[config.mk]
export PLATFORM = sky130hd
export DESIGN_NAME = multiplier
export DESIGN_NICKNAME = d
export VERILOG_FILES = /design/src/rtl/multiplier.sv
export SDC_FILE = /design/constraint.sdc
export NUM_CORES = 1
export LEC_CHECK = 0
export CAP_MARGIN = 25
export CORE_ASPECT_RATIO = 2
export CORE_MARGIN = 4
export CORE_UTILIZATION = 30
export DETAILED_ROUTE_END_ITERATION = 12
export PLACE_DENSITY = 0.58
export SKIP_LAST_GASP = 1
export SYNTH_ARGS = -nofsm -noshare
export SYNTH_HDL_FRONTEND = slang
export SYNTH_SLANG_ARGS = --single-unit
[constraint.sdc]
create_clock -name clk -period 4.3 [get_ports clk]
set_clock_uncertainty 0.15 [all_clocks]
set_input_delay 0.86 -clock clk [delete_from_list [all_inputs] [get_ports clk]]
set_output_delay 0.86 -clock clk [all_outputs]
set_load 0.01 [all_outputs]
[src/rtl/multiplier.sv]
// -----------------------------------------------------------------------------
// multiplier
//   Iterative radix-2 shift-add multiplier for the M-extension unit. It
//   implements MUL, MULH, MULHSU and MULHU. It sits beside the sequential
//   divider and uses the same start/done pulse handshake. The datapath works
//   on operand magnitudes. A single two's-complement fix-up at the end applies
//   the sign of the product.
//
// Ports
//   clk      rising-edge clock
//   rst      asynchronous, active-low reset
//   start_i  start request, sampled only while idle
//   kill_i   pipeline flush, aborts any operation in progress
//   op_i     00 MUL, 01 MULH, 10 MULHSU, 11 MULHU (captured with start_i)
//   opr1_i   multiplicand (rs1), captured with start_i
//   opr2_i   multiplier (rs2), captured with start_i
//   done_o   one-cycle result-valid pulse
//   busy_o   high while iterating or fixing up the sign
//   res_o    result, held until the next completed operation
// -----------------------------------------------------------------------------
module multiplier #(
    parameter int XLEN = 32  // keep in step with the core-wide XLEN
) (
    input  logic            clk,
    input  logic            rst,
    input  logic            start_i,
    input  logic            kill_i,
    input  logic [1:0]      op_i,
    input  logic [XLEN-1:0] opr1_i,
    input  logic [XLEN-1:0] opr2_i,
    output logic            done_o,
    output logic            busy_o,
    output logic [XLEN-1:0] res_o
);

    localparam int CW = $clog2(XLEN);
    localparam logic [CW-1:0] LAST_ITER = CW'(XLEN - 1);

    localparam logic [1:0] OP_MUL    = 2'b00;
    localparam logic [1:0] OP_MULH   = 2'b01;
    localparam logic [1:0] OP_MULHSU = 2'b10;

    typedef enum logic [1:0] {
        IDLE,
        CALC,
        FIX,
        DONE0
    } state_e;

    state_e            state_q,  state_d;
    logic [1:0]        op_q,     op_d;
    logic [XLEN-1:0]   mcand_q,  mcand_d;   // multiplicand magnitude
    logic [XLEN-1:0]   mplier_q, mplier_d;  // multiplier magnitude, consumed LSB first
    logic [2*XLEN-1:0] acc_q,    acc_d;     // product accumulator
    logic [CW-1:0]     cnt_q,    cnt_d;
    logic              neg_q,    neg_d;
    logic              done_q,   done_d;
    logic [XLEN-1:0]   res_q,    res_d;

    // Operand signedness and magnitudes. The most negative value negates to
    // itself, and read as unsigned that is already the correct magnitude.
    logic            opr1_neg, opr2_neg;
    logic [XLEN-1:0] mag1, mag2;

    always_comb begin
        opr1_neg = ((op_i == OP_MULH) || (op_i == OP_MULHSU)) && opr1_i[XLEN-1];
        opr2_neg = (op_i == OP_MULH) && opr2_i[XLEN-1];
        mag1     = opr1_neg ? -opr1_i : opr1_i;
        mag2     = opr2_neg ? -opr2_i : opr2_i;
    end

    // One shift-add step. The add is one bit wider than XLEN, so the carry
    // out of the upper half moves into the top bit during the right shift.
    logic [XLEN:0]     step_sum;
    logic [2*XLEN-1:0] product;

    always_comb begin
        step_sum = {1'b0, acc_q[2*XLEN-1:XLEN]}
                 + (mplier_q[0] ? {1'b0, mcand_q} : '0);
        product  = neg_q ? -acc_q : acc_q;
    end

    always_comb begin
        // NOTE: every next-state signal gets a default first, so no path
        // through the case statement can infer a latch.
        state_d  = state_q;
        op_d     = op_q;
        mcand_d  = mcand_q;
        mplier_d = mplier_q;
        acc_d    = acc_q;
        cnt_d    = cnt_q;
        neg_d    = neg_q;
        done_d   = 1'b0;
        res_d    = res_q;

        unique case (state_q)
            IDLE: begin
                if (start_i && !kill_i) begin
                    op_d     = op_i;
                    mcand_d  = mag1;
                    mplier_d = mag2;
                    neg_d    = opr1_neg ^ opr2_neg;
                    acc_d    = '0;
                    cnt_d    = '0;
                    // A zero operand forces a zero product. This skips the iterations.
                    state_d  = ((opr1_i == '0) || (opr2_i == '0)) ? DONE0 : CALC;
                end
            end
            CALC: begin
                if (kill_i) begin
                    state_d = IDLE;
                end else begin
                    acc_d    = {step_sum, acc_q[XLEN-1:1]};
                    mplier_d = mplier_q >> 1;
                    cnt_d    = cnt_q + CW'(1);
                    if (cnt_q == LAST_ITER) begin
                        state_d = FIX;
                    end
                end
            end
            FIX: begin
                state_d = IDLE;
                if (!kill_i) begin
                    res_d  = (op_q == OP_MUL) ? product[XLEN-1:0]
                                              : product[2*XLEN-1:XLEN];
                    done_d = 1'b1;
                end
            end
            DONE0: begin
                state_d = IDLE;
                if (!kill_i) begin
                    res_d  = '0;
                    done_d = 1'b1;
                end
            end
            default: state_d = IDLE;
        endcase
    end

    // NOTE: state registers use non-blocking assignments, so every register
    // samples the values that were current before the clock edge.
    always_ff @(posedge clk or negedge rst) begin
        if (!rst) begin
            state_q  <= IDLE;
            op_q     <= '0;
            mcand_q  <= '0;
            mplier_q <= '0;
            acc_q    <= '0;
            cnt_q    <= '0;
            neg_q    <= 1'b0;
            done_q   <= 1'b0;
            res_q    <= '0;
        end else begin
            state_q  <= state_d;
            op_q     <= op_d;
            mcand_q  <= mcand_d;
            mplier_q <= mplier_d;
            acc_q    <= acc_d;
            cnt_q    <= cnt_d;
            neg_q    <= neg_d;
            done_q   <= done_d;
            res_q    <= res_d;
        end
    end

    assign done_o = done_q;
    assign busy_o = (state_q == CALC) || (state_q == FIX);
    assign res_o  = res_q;

endmodule

======== Yosys cells after proc, flatten, opt, wreduce, memory -nomap -nowiden ========
Cells that the tools add are included.
storage, ports and cells
  input port bits ......................... 70
  word-level logic and storage cells ...... 68
  register bits ........................... 171
  output and inout port bits .............. 34
operators by class
  reductions and logical operators ........ 18
  add/sub/neg operators ................... 5
  eq/ne operators ......................... 11
  bitwise logic cells ..................... 1
  multiplexer cells ....................... 24
operator list
  operator                                        count
  2-to-1 mux 32 bit                               8
  2-to-1 mux 64 bit                               3
  case mux 32 bit (2 select lines)                2
  case mux 64 bit (2 select lines)                1
  logical NOT 32 bit                              2
  negator 32 bit                                  2
  negator 64 bit                                  1
  adder 32 x 32 -> 33 bit                         1
  2-to-1 mux 5 bit                                2
  case mux 5 bit (2 select lines)                 1
  2-to-1 mux 2 bit                                4
  != test 2 bit (second input constant)           4
  == test 2 bit (second input constant)           3
  case mux 2 bit (3 select lines)                 1
  AND reduction 3 bit                             2
  adder 5 x 1 -> 5 bit (second input constant)    1
  == test 5 bit (second input constant)           1
  == test 2 x 1 -> 1 bit (second input constant)  2
  logical NOT 2 bit                               2
  AND reduction 2 bit                             2
  nonzero test 2 bit                              2
  logical AND 1 bit                               3
  logical OR 1 bit                                3
  != test 3 bit (second input constant)           1
  other kinds (4)                                 5

======== Logic depth before layout (Yosys ltp) ========
  depth in word-level cells ............... 5
  mapped depth ............................ 12
  depth with buffers taken out ............ 11

======== Least setup slack after synthesis ========
Ideal clock, no wire load.
  kind .................................... input to register
  start ................................... input opr2_i[12]
  end ..................................... register mplier_q[30]
  path buffers ............................ 0
  stages on the path ...................... 7
  data required time ...................... 4.008 ns
  path slack .............................. 0.940 ns
  arrival ................................. 3.067 ns
  library setup time ...................... 0.142 ns
  path through ............................ or4_1 or4_1 or4_1 nor2_1 a21oi_1 xnor2_1 o221ai_1
on the way
  word-level cells in the longest chain between the ends .. 4
ends and longest elaborated chain
  what                              line  source
  start: declaration                30    input logic [XLEN-1:0] opr2_i,
  negator 32 bit                    69    mag2 = opr2_neg ? -opr2_i : opr2_i;
  2-to-1 mux 32 bit                 69
  2-to-1 mux 32 bit                 98    if (start_i && !kill_i) begin
  case mux 32 bit (2 select lines)  96    unique case (state_q)
  end signal: assignment            157   mplier_q <= mplier_d;
  end: declaration                  53    logic [XLEN-1:0] mplier_q, mplier_d;
Every way passes these cells. The select of a mux whose other input is x is not followed.
A chain may end at the register's enable or synchronous reset.

======== Worst setup path in the final report ========
Ends and elaborated chain as after synthesis.

==> results.yml <==
status:
  status: "finished, final reports clean"
synth:
  synth-main-ff-cell: "dfrtp_1"
  synth_area_per_cell_um2: 8.18
  synth_edf_count: 0
  yosys_warnings: 0
  yosysSeqAreaShare_pct: 36.5
  yosysUniqueCellTypes: 67
  syn-instance-count: 1434
  ys_ff_latch: 171
  ys_async_sr_fraction_pct: 100
  synth_area_um2: 11700
  synth_nets: 1548
critical_path:
  critPathCapture: "mplier_q[30]"
  crit_start: "opr2_i[12]"
  ff2ff_setup_slack_ns: 0.83
  rr_startpoint: "acc_q[13]"
  r2r_cells: 7
  worstPathMaxFanout: 4
  critPathKind: "input pin to flop"
  end_kind: "flop"
  worstReg2RegEnd: "res_o[31]"
  cp_data_required_time_ns: 4.46
  critPathLaunchType: "input pin"
  crit_arrival_ns: 3.79
die:
  io_pins: 104
  start_util_pct: 30.3
  die_h_um: 288
  core_um2: 38700
  die_area_um2: 42500
  die_x_um: 148
  rows: 102
clocking:
  clk_latency_ns: 0.46
  holdBufCountCts: 0
  postCtsSetupBuffers: 0
  cts_made_buffers: 17
  root_buffer: "clkbuf_16"
  tritoncts: "yes"
  clkTransAtPathRegs_ns: 0.08
  post_cts_resized: 0
  cts_buffer_depth: 2
  h-tree-depth: 4
  cts.sinks: 171
sta:
  worstMarginPinSlew_ns: 0.918
  finalSetupTns_ns: 0
  slew_viol_final: 0
  hold_viol: 0
  finalSetupViolCount: 0
  relSlewSlack_pct: 38.2
  rsz0062_at_grt: "false"
  fin_crit_ns: 3.63
  post-route-period-util_pct: 84.5
  hold_ws_ns: 0.283
  fmax_mhz: 275
layout:
  final_cell_mix: "nand2_1, dfrtp_1, o21ai_0, clkdlybuf4s50_1, a21oi_1"
  multi_input_area_um2: 7080
  fin_nets: 1619
  regArea_um2: 4280
  fill_cells: 3938
  drive_gt1_share_pct: 6.13
  final_common_cell: "nand2_1"
  area_delta_synth_final_pct: 19.4
place:
  place_hpwl_um: 29300
  gp_congestion: 0.924
  numPortBuffers: 103
global_routing:
  grt_pass1_vias: 10900
  grt_pass1_wl_um: 59800
  grtUsageTotal_pct: 17.8
  overflow: 0
  antenna_found_initial: 5
  met3_usage_pct: 2.17
  use_met1_pct: 18.3
  use_met2_pct: 33.8
  grt_max_degree: 82
  gr-max-usage-layer: "met2"
power_and_ir_drop:
  total_power_uw: 8550
  pwr_density_cell_nw_per_um2: 610
  leakage_uw: 0.00605
  max-vdd-ir-drop_mv: 0.277
routing:
  wl_per_cell_um: 18.6
  antenna_left: 0
  via_per_inst: 5.26
  drc_errors: 0
  firstDrtPassIters: 5
  drt-initial-drc-count: 443
  vias: 10700
  wl_um: 37900
hold_path:
  hold_path_class: "input pin to async pin"
flow_run:
  maxCapViolations: 0
power breakdown:
group	leakage, µW	switching, µW	internal (µW)
Clock	0.000287	772	793
Combinational	0.00354	2660	1670
Sequential	0.00223	499	2160
Total	0.00605	3930	4620
routing by layer:
| layer | share of wire, % | routed length, µm |
|---|---|---|
| met1 | 37 | 14000 |
| met2 | 54 | 20500 |
| met3 | 3.1 | 1180 |
| met4 | 6.1 | 2310 |
| met5 | 0 | 0 |
worst min path at each step:
stage,start,endpoint,slack [ns]
after floorplan,mplier_q[21],mplier_q[21],0.29
after global placement,mcand_q[24],mcand_q[24],0.31
after detailed placement,mcand_q[23],mcand_q[23],0.31
after CTS,rst,mplier_q[16],0.33
after global routing,mcand_q[0],mcand_q[0],0.35
final,rst,mplier_q[16],0.28
worst max-delay path, stage by stage:
cell and delay, ns:
clkdlybuf4s50_1 0.45, or4_1 0.61, or4_1 0.58, or4_1 0.58, nor2_1 0.30, a21oi_1 0.13
xnor2_1 0.16, o221ai_1 0.13
sequential cells by signal, summed over array words and instances (netlist names):
name	flops
state_q	2
res_o	32
acc_q	64
mcand_q	32
cnt_q	5
mplier_q	32
neg_q	1
done_o	1
op_q	2
cell type report:
class | instances | share of cell area [%]
diodes | 5 | 0.0893
multi-input cells | 1154 | 50.5
repair buffers | 133 | 9.24
clock buffers | 18 | 3.13
inverters | 28 | 0.750
flip-flops and latches | 171 | 30.5
well taps | 520 | 4.64
clock inverters | 14 | 1.06
Yosys cell counts, types with 6 or more instances:
library cell	count	share of area, %
or4_1	14	0.90
nand3b_1	8	0.51
nand3_1	61	2.6
nand2b_1	12	0.64
dfrtp_1	171	36
ha_1	43	4.6
and2_1	34	1.8
o41ai_1	12	0.90
o21bai_1	6	0.38
nand4_1	14	0.75
a22oi_1	22	1.4
a21o_1	15	0.96
inv_1	27	0.86
nor4_1	17	0.91
o31ai_1	29	1.9
or3_1	21	1.1
o211ai_1	6	0.38
clkbuf_1	76	2.4
xnor2_1	78	5.8
xor2_1	60	4.5
nor2_1	89	2.8
a31oi_1	7	0.37
nand2_1	220	7.0
or2_2	11	0.59
mux2i_1	9	0.77
nor3_1	28	1.2
o21a_1	9	0.58
o221ai_1	7	0.52
a21oi_1	93	4.0
o21ai_0	155	6.6
cells by family after synthesis:
group	synth area share (%)
AO/OA/AOI/OAI	21.4
XOR/XNOR	10.3
adder cells (fa/ha/maj)	4.76
buffers and inverters	3.49
flip-flops	36.5
multiplexers	0.960
AND/OR/NAND/NOR	22.6
metrics by stage:
stage | instances | cell area (µm²) | utilization [%] | setup WS [ns]
5_1_grt | 2043 | 14000 | 36.2 | 0.562
3_3_place_gp | 2006 | 13400 | 34.7 | 0.212
3_5_place_dp | 2006 | 13400 | 34.7 | 0.194
2_1_floorplan | 1434 | 11700 | - | 0.940
4_1_cts | 2038 | 14000 | 36.2 | 0.682
6_report | 2043 | 14000 | 36.2 | 0.667
Power figures use the tool's default switching activity.
